## src/rtl/roll_display_driver.sv

```systemverilog
// Converts a dice roll to BCD via double-dabble and scans it onto a 3-digit 7-segment display.
// Optional macro DISP_LEADING_BLANK_EN blanks leading zero digits (hundreds, then tens).
module roll_display_driver #(
    parameter int unsigned REFRESH_DIV = 1000
) (
    input  logic        clk,
    input  logic        reset_n,
    input  logic [7:0]  rolled_number,
    input  logic        load,
    output logic        busy,
    output logic [11:0] bcd,
    output logic [6:0]  seg,
    output logic [2:0]  an
);

    typedef enum logic [1:0] {
        IDLE,
        CONVERT,
        DONE
    } state_t;

    state_t      state_q;
    logic [7:0]  shift_q;
    logic [11:0] scratch_q;
    logic [2:0]  step_q;
    logic [11:0] bcd_q;
    logic [11:0] adjust_d;

    logic [15:0] refresh_q;
    logic [1:0]  digit_q;
    logic [1:0]  digit_d;
    logic        wrap_d;
    logic [11:0] bcd_d;
    logic [3:0]  nibble_d;
    logic        blank_d;
    logic [6:0]  seg_q;
    logic [6:0]  seg_d;
    logic [2:0]  an_q;
    logic [2:0]  an_d;

    // Add 3 to every BCD nibble that is 5 or more before the next shift.
    always_comb begin
        adjust_d = scratch_q;
        if (scratch_q[3:0] >= 4'd5) begin
            adjust_d[3:0] = scratch_q[3:0] + 4'd3;
        end
        if (scratch_q[7:4] >= 4'd5) begin
            adjust_d[7:4] = scratch_q[7:4] + 4'd3;
        end
        if (scratch_q[11:8] >= 4'd5) begin
            adjust_d[11:8] = scratch_q[11:8] + 4'd3;
        end
    end

    always_ff @(posedge clk or negedge reset_n) begin
        if (!reset_n) begin
            state_q   <= IDLE;
            shift_q   <= '0;
            scratch_q <= '0;
            step_q    <= '0;
            bcd_q     <= '0;
        end else begin
            case (state_q)
                IDLE: begin
                    if (load) begin
                        shift_q   <= rolled_number;
                        scratch_q <= '0;
                        step_q    <= '0;
                        state_q   <= CONVERT;
                    end
                end
                CONVERT: begin
                    scratch_q <= {adjust_d[10:0], shift_q[7]};
                    shift_q   <= {shift_q[6:0], 1'b0};
                    step_q    <= step_q + 3'd1;
                    if (step_q == 3'd7) begin
                        state_q <= DONE;
                    end
                end
                DONE: begin
                    bcd_q   <= scratch_q;
                    state_q <= IDLE;
                end
                default: begin
                    state_q <= IDLE;
                end
            endcase
        end
    end

    assign busy = (state_q != IDLE);
    assign bcd  = bcd_q;

    // Look ahead at next-cycle bcd and digit so seg/an flip on the same edge as the index.
    always_comb begin
        wrap_d  = (refresh_q == 16'(REFRESH_DIV - 1));
        digit_d = digit_q;
        if (wrap_d) begin
            digit_d = (digit_q == 2'd2) ? 2'd0 : digit_q + 2'd1;
        end
        bcd_d = (state_q == DONE) ? scratch_q : bcd_q;

        blank_d = 1'b0;
        case (digit_d)
            2'd1: begin
                nibble_d = bcd_d[7:4];
                an_d     = 3'b101;
`ifdef DISP_LEADING_BLANK_EN
                blank_d  = (bcd_d[11:8] == 4'd0) && (bcd_d[7:4] == 4'd0);
`endif
            end
            2'd2: begin
                nibble_d = bcd_d[11:8];
                an_d     = 3'b011;
`ifdef DISP_LEADING_BLANK_EN
                blank_d  = (bcd_d[11:8] == 4'd0);
`endif
            end
            default: begin
                nibble_d = bcd_d[3:0];
                an_d     = 3'b110;
            end
        endcase

        case (nibble_d)
            4'd0:    seg_d = 7'h40;
            4'd1:    seg_d = 7'h79;
            4'd2:    seg_d = 7'h24;
            4'd3:    seg_d = 7'h30;
            4'd4:    seg_d = 7'h19;
            4'd5:    seg_d = 7'h12;
            4'd6:    seg_d = 7'h02;
            4'd7:    seg_d = 7'h78;
            4'd8:    seg_d = 7'h00;
            4'd9:    seg_d = 7'h10;
            default: seg_d = 7'h7F;
        endcase
        if (blank_d) begin
            seg_d = 7'h7F;
        end
    end

    always_ff @(posedge clk or negedge reset_n) begin
        if (!reset_n) begin
            refresh_q <= '0;
            digit_q   <= '0;
            an_q      <= 3'b110;
            seg_q     <= 7'h40;
        end else begin
            refresh_q <= wrap_d ? 16'd0 : refresh_q + 16'd1;
            digit_q   <= digit_d;
            an_q      <= an_d;
            seg_q     <= seg_d;
        end
    end

    assign seg = seg_q;
    assign an  = an_q;

endmodule

```

## config.mk

```make
export PLATFORM = sky130hd
export DESIGN_NAME = roll_display_driver
export DESIGN_NICKNAME = d
export VERILOG_FILES = /design/src/rtl/roll_display_driver.sv
export SDC_FILE = /design/constraint.sdc
export NUM_CORES = 1
export LEC_CHECK = 0
export ABC_AREA = 1
export CAP_MARGIN = 20
export CORE_MARGIN = 1.5
export CORE_UTILIZATION = 30
export DETAILED_ROUTE_END_ITERATION = 16
export GPL_TIMING_DRIVEN = 0
export PLACE_DENSITY = 0.6
export SETUP_SLACK_MARGIN = 0.02
export SLEW_MARGIN = 20
export SYNTH_ARGS = -nofsm -noshare
export SYNTH_HDL_FRONTEND = slang
export SYNTH_SLANG_ARGS = --single-unit
```

## constraint.sdc

```tcl
create_clock -name clk -period 2.75 [get_ports clk]
set_clock_uncertainty 0.1 [all_clocks]
set_input_delay 0.275 -clock clk [delete_from_list [all_inputs] [get_ports clk]]
set_output_delay 0.275 -clock clk [all_outputs]
set_load 0.03 [all_outputs]
```

# After elaboration in Yosys (flattened, before gate mapping)
# Memory sizes are Yosys's and may differ from the RTL's. A register that Yosys moved wholly into a read port is not among the register bits.
# Cells that the tools add are included.
[word_totals]
reg_bits = 58
rom_bits = 112
in_bits = 11
mem_count = 1
[memory_table]
columns = ["memory", "words", "word_bits", "rd", "rd_ports_with_merged_regs", "write_ports", "line_no", "text"]
rows = [
  ["(no name shown)", 16, 7, 1, 1, 0, "125", "case (nibble_d)"],
]
[classes]
addsub = 6
n_lt_le_gt_ge = 3
n_eq_ne = 9
mux = 18
reduce_logical = 6
[ops]
columns = ["cell", "count"]
rows = [
  ["two-way mux 12 bit", 2],
  ["one-hot mux 12 bit (2 select lines)", 1],
  ["adder 16 x 1 -> 16 bit (second input constant)", 1],
  ["== test 16 x 10 -> 1 bit (second input constant)", 1],
  ["two-way mux 16 bit", 1],
  ["one-hot mux 8 bit (2 select lines)", 1],
  ["greater-or-equal comparator 4 x 3 -> 1 bit (second input constant)", 3],
  ["one-hot mux 3 bit (2 select lines)", 2],
  ["adder 4 x 2 -> 4 bit (second input constant)", 2],
  ["two-way mux 2 bit", 4],
  ["two-way mux 4 bit", 2],
  ["two-way mux 8 bit", 1],
  ["one-hot mux 4 bit (2 select lines)", 1],
  ["== test 2 bit (second input constant)", 3],
  ["two-way mux 3 bit", 2],
  ["== test 2 x 1 -> 1 bit (second input constant)", 2],
  ["!= test 2 bit (second input constant)", 2],
  ["one-hot mux 2 bit (2 select lines)", 1],
  ["AND reduction 2 bit", 2],
  ["nonzero test 2 bit", 2],
  ["adder 3 x 1 -> 3 bit (second input constant)", 1],
  ["adder 3 x 2 -> 3 bit (second input constant)", 1],
  ["== test 3 bit (second input constant)", 1],
  ["adder 2 x 1 -> 2 bit (second input constant)", 1],
  ["other kinds (2)", 2],
]

# Logic depth before layout (Yosys ltp)
# Gate-level depths: netlist (run 1).
[depth]
word_depth = 5
depth_mapped = 19
depth_no_buf = 19

# Worst setup path after synthesis (run 1)
# OpenSTA, ideal clock, no wires.
[synth_timing]
kind = "reg-to-reg"
start = "reg refresh_q[0]"
end = "reg seg_q[5] (netlist: seg[5])"
setup_ns = 0.118
arrival_ns = 2.425
setup_slack_ns = 0.108
path_stages_with_launch = 19
path_buffers = 0
cell_sequence = "dfrtp_1 > ha_1 > nand2_1 > inv_1 > nand2_1 > nor4_2 > nand2_1 > nand2_1 > nand2_1 > ha_1 > inv_1 > nand3_1 > nand2_1 > inv_1 > ha_1 > inv_1 > nand3_1 > nand3_1 > nand2_1"
[synth_via]
elab_chain_len = 4
elab_cells_between_ends = 5
cone_classes = "eq/ne: 3; mux: 2"
[synth_rtl]
columns = ["item", "line_no", "text"]
rows = [
  ["from (decl)", "29", "logic [15:0] refresh_q;"],
  ["from (signal assigned)", "150", "refresh_q <= wrap_d ? 16'd0 : refresh_q + 16'd1;"],
  ["== test 16 x 10 -> 1 bit *", "96", "wrap_d = (refresh_q == 16'(REFRESH_DIV - 1));"],
  ["two-way mux 2 bit *", "98", "if (wrap_d) begin"],
  ["== test 2 bit / == test 2 x 1 -> 1 bit (equally long branches)", "104", "case (digit_d)"],
  ["one-hot mux 4 bit (2 select lines) *", "104", ""],
  ["to (decl)", "36", "logic [6:0] seg_q;"],
]
# Mark *: on every way between the ends. The rest lies on a longest branch, timed or not.
# A chain may end at the register's enable or synchronous reset.

# Final worst setup path (run 1)
[layout_timing]
start = "reg refresh_q[0]"
end = "reg seg_q[5] (netlist: seg[5])"
[layout_via]
elab_chain_len = 4
elab_cells_between_ends = 5
cone_classes = "eq/ne: 3; mux: 2"
[layout_rtl]
columns = ["item", "line_no", "text"]
rows = [
  ["== test 16 x 10 -> 1 bit *", "96", ""],
  ["two-way mux 2 bit *", "98", ""],
  ["net digit_d[1]", "31", "logic [1:0] digit_d;"],
  ["== test 2 bit / == test 2 x 1 -> 1 bit (equally long branches)", "104", ""],
  ["one-hot mux 4 bit (2 select lines) *", "104", ""],
]
# The timed path passes the listed nets; every way through them passes the cells marked *.

==> out/summary.txt, run 1 <==
Most common cell on crit path = nand2_2
Crit end category = register
Detailed placement HPWL = 5040 microns
Syn_nets = 407
Multi-input gate area = 1530 sq um
Mean area per synthesized cell = 8.80 sq um
Top-area cell type share of the netlist area = 46.5%
Synthesis-to-layout area growth = 28.5%
Gp weighted congestion = 0.803
Nets@finish = 467
R2r setup slk = 0.14 ns
Drt initial violations = 75
Slowest library cell on the worst path = dfrtp_1
Fillcell total = 1096
CTS buffer count = 9
Fin crit period = 2.61 ns
Core area = 10800 sq um
I/O pins = 34
Worst skew pair latency = 0.34 ns
Storage cell area = 1630 sq um
DRC Markers = 0
ANT cells = 0
Hold Slack = 0.282 ns
Async SR Flop Fraction = 100%
Crit path cell chain = ha_4 > nand2_2 > inv_2 > nand2_2 > nor4_4 > nand2_2 > nand2_1 > o21ai_2 > buf_4 > ha_4 > inv_6 > nand3_4 > nand2_4 > inv_1 > ha_1 > inv_1 > nand3_1 > nand3_1 > nand2_1
Final Hold Fails = 0
Drt total wl = 7050 microns
Slew headroom = 61.2%
GRT Total Usage = 13.0%
H-tree depth = 3
Hold Path Class = in -> async
Via Count = 2623
Ys Warns = 0
Drt wl/cell = 12.1 microns
IO Port Bufs = 33
Die X = 108 microns
RSZ-0062 raised after global routing = true
Post-synthesis sequential area ratio = 48.9%
Rows = 38
Share of layout cells above drive strength 1 = 19.4%
Post-layout worst setup margin = 0.137 ns
Post-synth top cells = 62 x dfrtp_1, 60 x nand2_1, 59 x inv_1, 33 x nand3_1, 29 x o21ai_0
PD cells = 1010 nW/um^2
Largest area contributor in the netlist = dfrtp_1
Via count of the first global-routing pass = 2595
Synth Flop Type = dfrtp_1
Vias/cell = 4.50
Post-DRT Antenna Nets = 0
CTS tree = built
Slew Viols, Final = 0
GRT overflow = 0
Synth cell types = 36
CP required = 2.89 ns
Count leader, synth = dfrtp_1
Worst-margin pin slew = 0.576 ns
Drt pass-1 iters = 4
Number of register bits inferred by synthesis = 65
Synth Cell Area = 3340 sq um
Clk sink count = 65
Initial antenna violation count = 0
Final Power = 4.31 mW
Pin count of the biggest net entering global routing = 40
Crit Path Class = reg -> reg
Clk root buf = clkbuf_8
Crit-path max cell delay = 0.40 ns
First-pass GRT wire length = 11900 microns
CP Launch Type = register
Maxcap violations = 0
Status = complete, no violations
Fmax = 383 MHz
P_leak = 2.00 nW
# setup viols final = 0
Die Ht = 108 microns
Initial core utilization = 30.8%
Synth area leaders = dfrtp_1 47%, nand2_1 6.8%, inv_1 6.6%
DIE AREA = 11800 sq um
CTS clk-pin slew, worst paths = 0.07 ns
Critical-path maximum fanout = 6
Worst IR Drop VDD = 0.496 mV
Sum Neg Setup Slack = 0 ns
Post-Place Setup Slack = -0.359 ns
Period utilization = 95.0%
EDFF count, synth = 0
Bufs on Longest Clock Path = 2
Synth Instances = 379
WP data arrival = 2.75 ns
-- registers in the layout, summed over array words and instances, names as in the netlist, 3 cells and up --
register,flops
scratch_q,12
an,3
shift_q,8
seg,7
refresh_q,16
step_q,3
bcd,12
-- layout by cell type, fill, tap and decap left out, types with 3 or more instances in the layout --
cell	synthesis	layout
a21oi_1	9	9
nor3_1	11	11
o21ai_0	29	29
clkbuf_8	0	11
or2_2	4	4
buf_4	0	15
nor2_2	4	6
dfstp_2	3	3
ha_1	17	14
inv_2	4	6
nand3_1	33	28
clkdlybuf4s50_1	0	32
a221oi_1	7	7
nand4_1	3	3
nand2_4	3	4
nor2_1	25	23
buf_2	3	3
o21ai_2	4	3
buf_6	3	3
xor2_1	7	7
ha_4	0	3
o22ai_1	3	3
nand2_2	2	8
and2_1	6	6
dfrtp_1	62	62
nand2_1	60	53
inv_1	59	56
nand3_2	2	6
-- worst max-delay path: cells and delay by family, from the launching register on --
kind                       cells  cell delay (ns)
buffers and inverters          5             0.40
adders and majority gates      3             0.58
and+or+nand+nor               10             0.96
AOI/OAI and AO/OA              1             0.06
DFF                            1             0.40
-- per-stage QoR --
stage / utilization [%] / area, sq um / cells
global placement: 35.4 / 3840 / 552
finish: 39.6 / 4290 / 583
detailed placement: 35.6 / 3860 / 553
floorplan: - / 3340 / 379
CTS: 38.6 / 4190 / 578
global route: 39.6 / 4290 / 583
-- path summary, 6_finish.rpt --
check | cells past startpoint | to | start
worst max-delay path | 19 | seg[5] | refresh_q[0]
worst min-delay path | 2 | refresh_q[7] | reset_n
worst max register to register | 19 | seg[5] | refresh_q[0]
worst min register to register | 1 | refresh_q[15] | refresh_q[15]
max in group asynchronous | 3 | scratch_q[0] | reset_n
min in group clk | 1 | refresh_q[15] | refresh_q[15]
-- routing by layer --
layer	routed length [microns]	up-vias	GRT usage, %
li1	-	1348	-
met1	3340	1221	16.6
met2	3400	46	21.5
met3	238	8	3.68
met4	68	0	3.95
met5	0	-	0
-- report_power, final --
| group | internal, mW | switching [mW] |
|---|---|---|
| logic | 0.793 | 1.24 |
| registers | 1.29 | 0.173 |
| clock network | 0.460 | 0.352 |
| total | 2.54 | 1.77 |
-- layout make-up --
type / count / area share [%]
Sequential cell: 65 / 38.0
Multi-Input combinational cell: 243 / 35.6
Timing Repair Buffer: 49 / 10.8
Inverter: 64 / 5.72
Tap cell: 140 / 4.09
Clock buffer: 12 / 3.62
Buffer: 7 / 1.23
Clock inverter: 3 / 0.934
-- cell families after synthesis --
family / count (synthesis) / synth area share [%]
fa+ha+maj: 17 / 6.38
xor+xnor: 9 / 2.36
compound gates: 59 / 10.9
buf+inv: 71 / 8.78
flops: 65 / 48.9
simple gates: 158 / 22.7
-- timing repair --
item,in CTS,in global routing
gates cloned,0,0
hold buffers,1,0
pin swaps,8,9
endpoints found under the setup margin,7,7
gates resized for setup,14,15
buffers inserted,9,5
endpoints found under the hold margin,23,0
(Power assumes the default switching activity.)
==> run 2: changes to the inputs <==
--- a/config.mk
+++ b/config.mk
@@ -10,6 +10,7 @@
 export CORE_MARGIN = 1.5
 export CORE_UTILIZATION = 30
 export DETAILED_ROUTE_END_ITERATION = 16
+export GPL_ROUTABILITY_DRIVEN = 0
 export GPL_TIMING_DRIVEN = 0
 export PLACE_DENSITY = 0.6
 export SETUP_SLACK_MARGIN = 0.02
==> constraint.sdc (replaced) <==
create_clock -name clk -period 2.75 [get_ports clk]
set_clock_uncertainty 0.1 [all_clocks]
set_input_delay 0.275 -clock clk [delete_from_list [all_inputs] [get_ports clk]]
set_output_delay 0.275 -clock clk [all_outputs]
set_load 0.02 [all_outputs]
==> results of run 2 <==
The final DEF is identical to that of run 1. Status: complete, no violations.
Among the figures that moved: total power 4.31 mW -> 4.20 mW; worst IR drop on VDD 0.496 mV -> 0.472 mV
==> run 3: changes to the inputs <==
--- a/config.mk
+++ b/config.mk
@@ -8,11 +8,11 @@
 export ABC_AREA = 1
 export CAP_MARGIN = 20
 export CORE_MARGIN = 1.5
-export CORE_UTILIZATION = 30
+export CORE_UTILIZATION = 51
 export DETAILED_ROUTE_END_ITERATION = 16
 export GPL_ROUTABILITY_DRIVEN = 0
 export GPL_TIMING_DRIVEN = 0
-export PLACE_DENSITY = 0.6
+export PLACE_DENSITY = 0.87
 export SETUP_SLACK_MARGIN = 0.02
 export SLEW_MARGIN = 20
 export SYNTH_ARGS = -nofsm -noshare
==> run 3 against run 2 <==
Effect of this change:
- global-route usage up 9.7 points
- cell count fell by 9.9%
- design area shrank 0.70%
- critical path depth fell by 3
- combinational power is 5% higher
- routed wire length up 3.4%
- first-iteration DRC count increased by 120%
- clock power is 2% lower
- count of clock-buffer cells in the layout stayed put
- total power rose by 1.8%
- largest cell class unchanged
- highest routed layer unchanged
==> out/summary.txt, run 3 (synthesis results as in run 1) <==
I/O pins = 34 (unchanged)
Comb pwr share = 47.1%
Via count of the first global-routing pass = 2827 (+8.9%)
Vias/cell = 5.36 (+19%)
H-tree depth = 3 (unchanged)
WP data arrival = 2.77 ns (+0.02 ns)
CP required = 2.88 ns (about the same)
CP Launch Type = register
Slew headroom = 63.5% (+2.3 points)
Worst-margin pin slew = 0.542 ns (-0.0341 ns)
CTS buffer count = 9 (unchanged)
First-pass GRT wire length = 12700 microns (+6.6%)
Placed Area = 3780 sq um (-2.0%)
Drt total wl = 7290 microns (+3.4%)
# setup viols final = 0 (unchanged)
DRC Markers = 0 (unchanged)
GRT Total Usage = 22.8% (+9.7 points)
Slew Viols, Final = 0 (unchanged)
PD cells = 1000 nW/um^2
Crit path cell chain = nand2_1 > nor2_1 > inv_1 > nor2_2 > nand2_2 > nand2_2 > o21ai_2 > buf_4 > ha_4 > inv_6 > nand3_2 > o21ai_4 > ha_1 > nand3_1 > nand3_1 > nand2_1
R2R depth = 16 (-3)
Via Count = 2814 (+7.3%)
Fmax = 379 MHz (-1.0%)
Crit Path Class = reg -> reg
DIE AREA = 7040 sq um (-40%)
Flop pwr share = 34.4%
Final Hold Fails = 0 (unchanged)
Crit-path max cell delay = 0.42 ns (+0.02 ns)
Hold Path Class = in -> async
Fin crit period = 2.64 ns (+0.0269 ns)
CTS tree = built
Detailed placement HPWL = 4920 microns (-2.4%)
Net Sw Frac = 40.3%
Critical-path maximum fanout = 5 (-1)
Share of layout cells above drive strength 1 = 21.0% (+1.6 points)
Rows = 29 (-24%)
Status = complete, no violations
Die Ht = 83.9 microns (-23%)
Clk sink count = 65 (unchanged)
R2r setup slk = 0.11 ns (-0.03 ns)
Pin count of the biggest net entering global routing = 40 (unchanged)
Dpl cells = 490 (-11%)
Drt initial violations = 165 (+120%)
Worst skew pair latency = 0.34 ns (about the same)
Core area = 6350 sq um (-41%)
Initial core utilization = 52.5% (+22 points)
Nets@finish = 471 (+0.86%)
Hold Slack = 0.276 ns (-0.00679 ns)
Fin cells = 525 (-9.9%)
RSZ-0062 raised after global routing = true
Largest register by flop count = refresh_q
Int Pwr = 2.55 mW
P_leak = 2.04 nW (+1.8%)
Reg-to-reg startpoint = refresh_q[6]
Slowest library cell on the worst path = dfrtp_1
Drt wl/cell = 13.9 microns (+15%)
Crit end category = register
Most frequent cells in the layout = 62 x dfrtp_1, 55 x inv_1, 52 x nand2_1
Fillcell total = 488 (-55%)
Maxcap violations = 0 (unchanged)
Die X = 83.9 microns (-23%)
Largest register FFs = 16 (unchanged)
Worst IR Drop VDD = 0.779 mV
CTS clk-pin slew, worst paths = 0.08 ns (about the same)
Fin area = 4260 sq um (-0.70%)
Sum Neg Setup Slack = 0 ns (unchanged)
Drt pass-1 iters = 4 (unchanged)
Bufs on Longest Clock Path = 2 (unchanged)
ANT cells = 0 (unchanged)
Clock share of power = 18.6%
GRT overflow = 0 (unchanged)
R2R Path End = seg[3]
Period utilization = 96.0% (+0.98 points)
Initial antenna violation count = 0 (unchanged)
Synthesis-to-layout area growth = 27.6%
IO Port Bufs = 33 (unchanged)
Post-DRT Antenna Nets = 0 (unchanged)
Sw Pwr = 1.72 mW
Clk root buf = clkbuf_8
Most common cell after layout, fill and taps aside = dfrtp_1
## run 3: critical path: cells and delay by family (launching register included)
family	cells	cell delay [ns]
AOI/OAI and AO/OA	2	0.13
buffers and inverters	3	0.30
DFF	1	0.42
adders and majority gates	2	0.59
and+or+nand+nor	9	0.97
## run 3: worst max path at each step
stage	cells past startpoint	start	to	slack (ns)
after CTS	19	refresh_q[1]	seg[5]	0.01
after global placement	1	reset_n	scratch_q[1]	-0.73
after floorplan	18	refresh_q[0]	seg[5]	0.11
final	16	refresh_q[6]	seg[3]	0.11
after global routing	16	refresh_q[6]	seg[3]	-0.07
after detailed placement	18	refresh_q[0]	seg[5]	-0.31
## run 3: power groups by stage
stage | Clock [mW] | Sequential, mW | Combinational (mW)
after floorplan | 0 | 1.62 | 1.11
after global placement | 0 | 1.46 | 1.79
after detailed placement | 0 | 1.48 | 1.88
after CTS | 0.809 | 1.47 | 1.93
after global routing | 0.856 | 1.50 | 2.25
final | 0.794 | 1.47 | 2.01
## run 3: timing repair
action / CTS / global route
endpoints found under the hold margin: 23 / 0
hold buffers: 1 / 0
endpoints found under the setup margin: 7 / 7
gates resized for setup: 20 / 17
setup buffers: 13 / 5
pin swaps: 9 / 11
## run 3: per-layer routing
metal,GRT usage (%),vias up,part of all wire [%]
met3,6.33,8,3.7
met5,0,-,0
li1,-,1362,-
met4,7.75,0,1.3
met2,38.0,67,50
met1,28.6,1377,45
## run 3: area by class of cell
cell class / count / area, sq um / area share [%]
Buffer: 7 / 52.6 / 1.23
Timing Repair Buffer: 53 / 497 / 11.7
Clock inverter: 4 / 45.0 / 1.06
Multi-Input combinational cell: 243 / 1550 / 36.3
Sequential cell: 65 / 1630 / 38.3
Clock buffer: 12 / 145 / 3.41
Inverter: 64 / 245 / 5.76
Tap cell: 77 / 96.3 / 2.26
## run 3: metrics by stage
step | util (%) | total power, mW | setup WS, ns
6_report | 67.1 | 4.27 | 0.110
5_1_grt | 67.1 | 4.61 | -0.0696
4_1_cts | 65.3 | 4.21 | 0.0130
3_5_place_dp | 59.5 | 3.36 | -0.313
3_3_place_gp | 59.3 | 3.25 | -0.735
2_1_floorplan | - | 2.73 | 0.108
==> edit, RTL diff (flow settings as in run 3) <==
Re-encode `state_t` (3 states) as one-hot, 3 bits wide.
--- a/src/rtl/roll_display_driver.sv
+++ b/src/rtl/roll_display_driver.sv
@@ -13,10 +13,10 @@
     output logic [2:0]  an
 );
 
-    typedef enum logic [1:0] {
-        IDLE,
-        CONVERT,
-        DONE
+    typedef enum logic [2:0] {
+        IDLE    = 3'b001,
+        CONVERT = 3'b010,
+        DONE    = 3'b100
     } state_t;
 
     state_t      state_q;
Formal check against the unedited RTL: no difference found for any inputs over 10 cycles, from zero or initial values and one cycle with reset_n low; not proved beyond that.
==> edit against run 3 <==
  * Sequential share of layout area is 1.6 points higher
  * Area after synthesis is 0.56% lower
  * Sequential cell count is 1 higher
  * Cell area is 2.4% lower
  * Worst setup slack better by 0.012 ns
  * Routed wire length is 6.9% lower
  * Highest routed layer unchanged
Power is not compared: it rests on default switching activity, and its combinational part moved more than twofold at a synthesized area within 25%.
==> edit: results (changes against run 3) <==
<table>
<tr><th>Metric</th><th>Value</th></tr>
<tr><th colspan="2">Status</th></tr>
<tr><td>Status</td><td>finished, final reports clean</td></tr>
<tr><th colspan="2">Routing</th></tr>
<tr><td>Vias</td><td>2734 (-2.8%)</td></tr>
<tr><td>Count of routing violations after the opening detailed-route iteration</td><td>83 (-50%)</td></tr>
<tr><td>Detailed-route wire length</td><td>6790 um (-6.9%)</td></tr>
<tr><th colspan="2">Synthesis</th></tr>
<tr><td>Share of synthesized registers carrying an async set or reset</td><td>100% (unchanged)</td></tr>
<tr><td>Number of distinct standard cells referenced by the synthesized netlist</td><td>31 (-14%)</td></tr>
<tr><td>Post-synthesis sequential area ratio</td><td>49.9% (+1.1 points)</td></tr>
<tr><td>Top cells by area, synth</td><td>dfrtp_1, inv_1, nand2_1</td></tr>
<tr><td>Top post-synthesis cells by count</td><td>inv_1, nand2_1, dfrtp_1, nand3_1, o21ai_0</td></tr>
<tr><td>Syn_nets</td><td>413 (+1.5%)</td></tr>
<tr><td>Warning count from the yosys run</td><td>0 (unchanged)</td></tr>
<tr><th colspan="2">Finish</th></tr>
<tr><td>Flip-flop count of the largest register, all copies and words added</td><td>16 (unchanged)</td></tr>
<tr><td>Number of nets in the layout</td><td>469 (-0.42%)</td></tr>
<tr><td>Fraction of layout cells with a size suffix above 1</td><td>16.8% (-4.2 points)</td></tr>
<tr><td>Most flops, register</td><td>refresh_q</td></tr>
<tr><th colspan="2">Global route</th></tr>
<tr><td>Number of global-route vias before repair</td><td>2606 (-7.8%)</td></tr>
<tr><td>Largest net degree at the start of global routing</td><td>38 (-5.0%)</td></tr>
<tr><td>Wire length of the first global-routing pass</td><td>11300 um (-11%)</td></tr>
<tr><td>Overall global routing resource usage</td><td>20.0% (-2.7 points)</td></tr>
<tr><th colspan="2">Critical path</th></tr>
<tr><td>Signal arrival time at the worst endpoint</td><td>2.76 ns (about the same)</td></tr>
<tr><td>Worst-path maximum fanout</td><td>6 (+1)</td></tr>
<tr><th colspan="2">Placement</th></tr>
<tr><td>Dpl hpwl</td><td>4720 um (-4.1%)</td></tr>
<tr><td>Buffers added on ports</td><td>33 (unchanged)</td></tr>
<tr><th colspan="2">Timing</th></tr>
<tr><td>Max-slew headroom at the worst pin</td><td>72.0% (+8.5 points)</td></tr>
<tr><th colspan="2">Clock tree</th></tr>
<tr><td>Clock tree root driver cell</td><td>clkbuf_8</td></tr>
<tr><th colspan="2">Power</th></tr>
<tr><td>Leakage power figure</td><td>2.09 nW</td></tr>
<tr><th colspan="2">Hold path</th></tr>
<tr><td>Type of the tightest min-delay check</td><td>in2async</td></tr>
</table>
edit: per-stage QoR:
| step | hold slack (ns) | std cells | worst slack, ns | power (mW) | area (sq um) |
|---|---|---|---|---|---|
| finish | 0.290 | 523 | 0.122 | 2.36 | 4160 |
| detailed placement | 0.126 | 496 | -0.324 | 1.66 | 3760 |
| floorplan | -0.121 | 385 | 0.0781 | 1.49 | 3320 |
| CTS | 0.289 | 517 | 0.0454 | 2.38 | 3990 |
| global placement | 0.356 | 495 | -0.785 | 1.63 | 3740 |
| global route | 0.303 | 523 | -0.0824 | 2.49 | 4160 |
edit: layout make-up:
cell class              count  area [sq um]
fillers                   497          2160
flip-flops and latches     66          1660
multi-input cells         243          1490
repair buffers             45           437
inverters                  70           265
clock buffers              11           141
well taps                  77          96.3
plain buffers               6          35.0
clock inverters             5          30.0
edit: routing by layer:
metal  share of wire, %  vias to the layer above  track usage (%)
met5                  0                        -                0
met4                1.4                        0             5.81
met3                4.3                       13             5.64
met2                 50                       67             34.6
met1                 45                     1305             24.5
li1                   -                     1349                -
edit: worst max-delay path: stages (launching register included):
cell	delay, ns
dfrtp_1	0.37
ha_2	0.20
nand2_2	0.06
inv_2	0.08
nand3_4	0.08
nor2_4	0.14
nand2_4	0.10
nand2_2	0.10
o21ai_4	0.06
buf_4	0.14
ha_4	0.26
inv_4	0.09
nand3_2	0.09
nand2_4	0.10
inv_2	0.05
ha_1	0.17
inv_1	0.08
nand3_2	0.10
nand3_2	0.08
nand2_1	0.05
edit: final timing paths:
kind / slack (ns) / to / cells past startpoint / from
worst max-delay path: 0.12 / seg[5]$_DFF_PN0_ / 19 / refresh_q[1]$_DFF_PN0_
worst min-delay path: 0.29 / refresh_q[4]$_DFF_PN0_ / 2 / reset_n
worst max register to register: 0.12 / seg[5]$_DFF_PN0_ / 19 / refresh_q[1]$_DFF_PN0_
worst min register to register: 0.37 / refresh_q[15]$_DFF_PN0_ / 1 / refresh_q[15]$_DFF_PN0_
max in group asynchronous: 1.66 / state_q[0]$_DFFE_PN1P_ / 3 / reset_n
min in group clk: 0.37 / refresh_q[15]$_DFF_PN0_ / 1 / refresh_q[15]$_DFF_PN0_
edit: kinds of logic (layout without fill, tap and decap cells):
logic type | count (synthesis) | after routing | synth area share (%)
buf+inv | 76 | 137 | 8.98
xor+xnor | 8 | 8 | 2.11
compound gates | 66 | 66 | 11.8
simple gates | 152 | 152 | 20.7
fa+ha+maj | 17 | 17 | 6.41
flops | 66 | 66 | 49.9
edit: what timing repair did:
action	4_1_cts	5_1_grt
resized for setup	6	30
buffers inserted	4	6
cloned	0	0
endpoints found under the setup margin	7	7
hold buffers	1	0
pin swaps	2	9
hold endpoints to repair	26	0
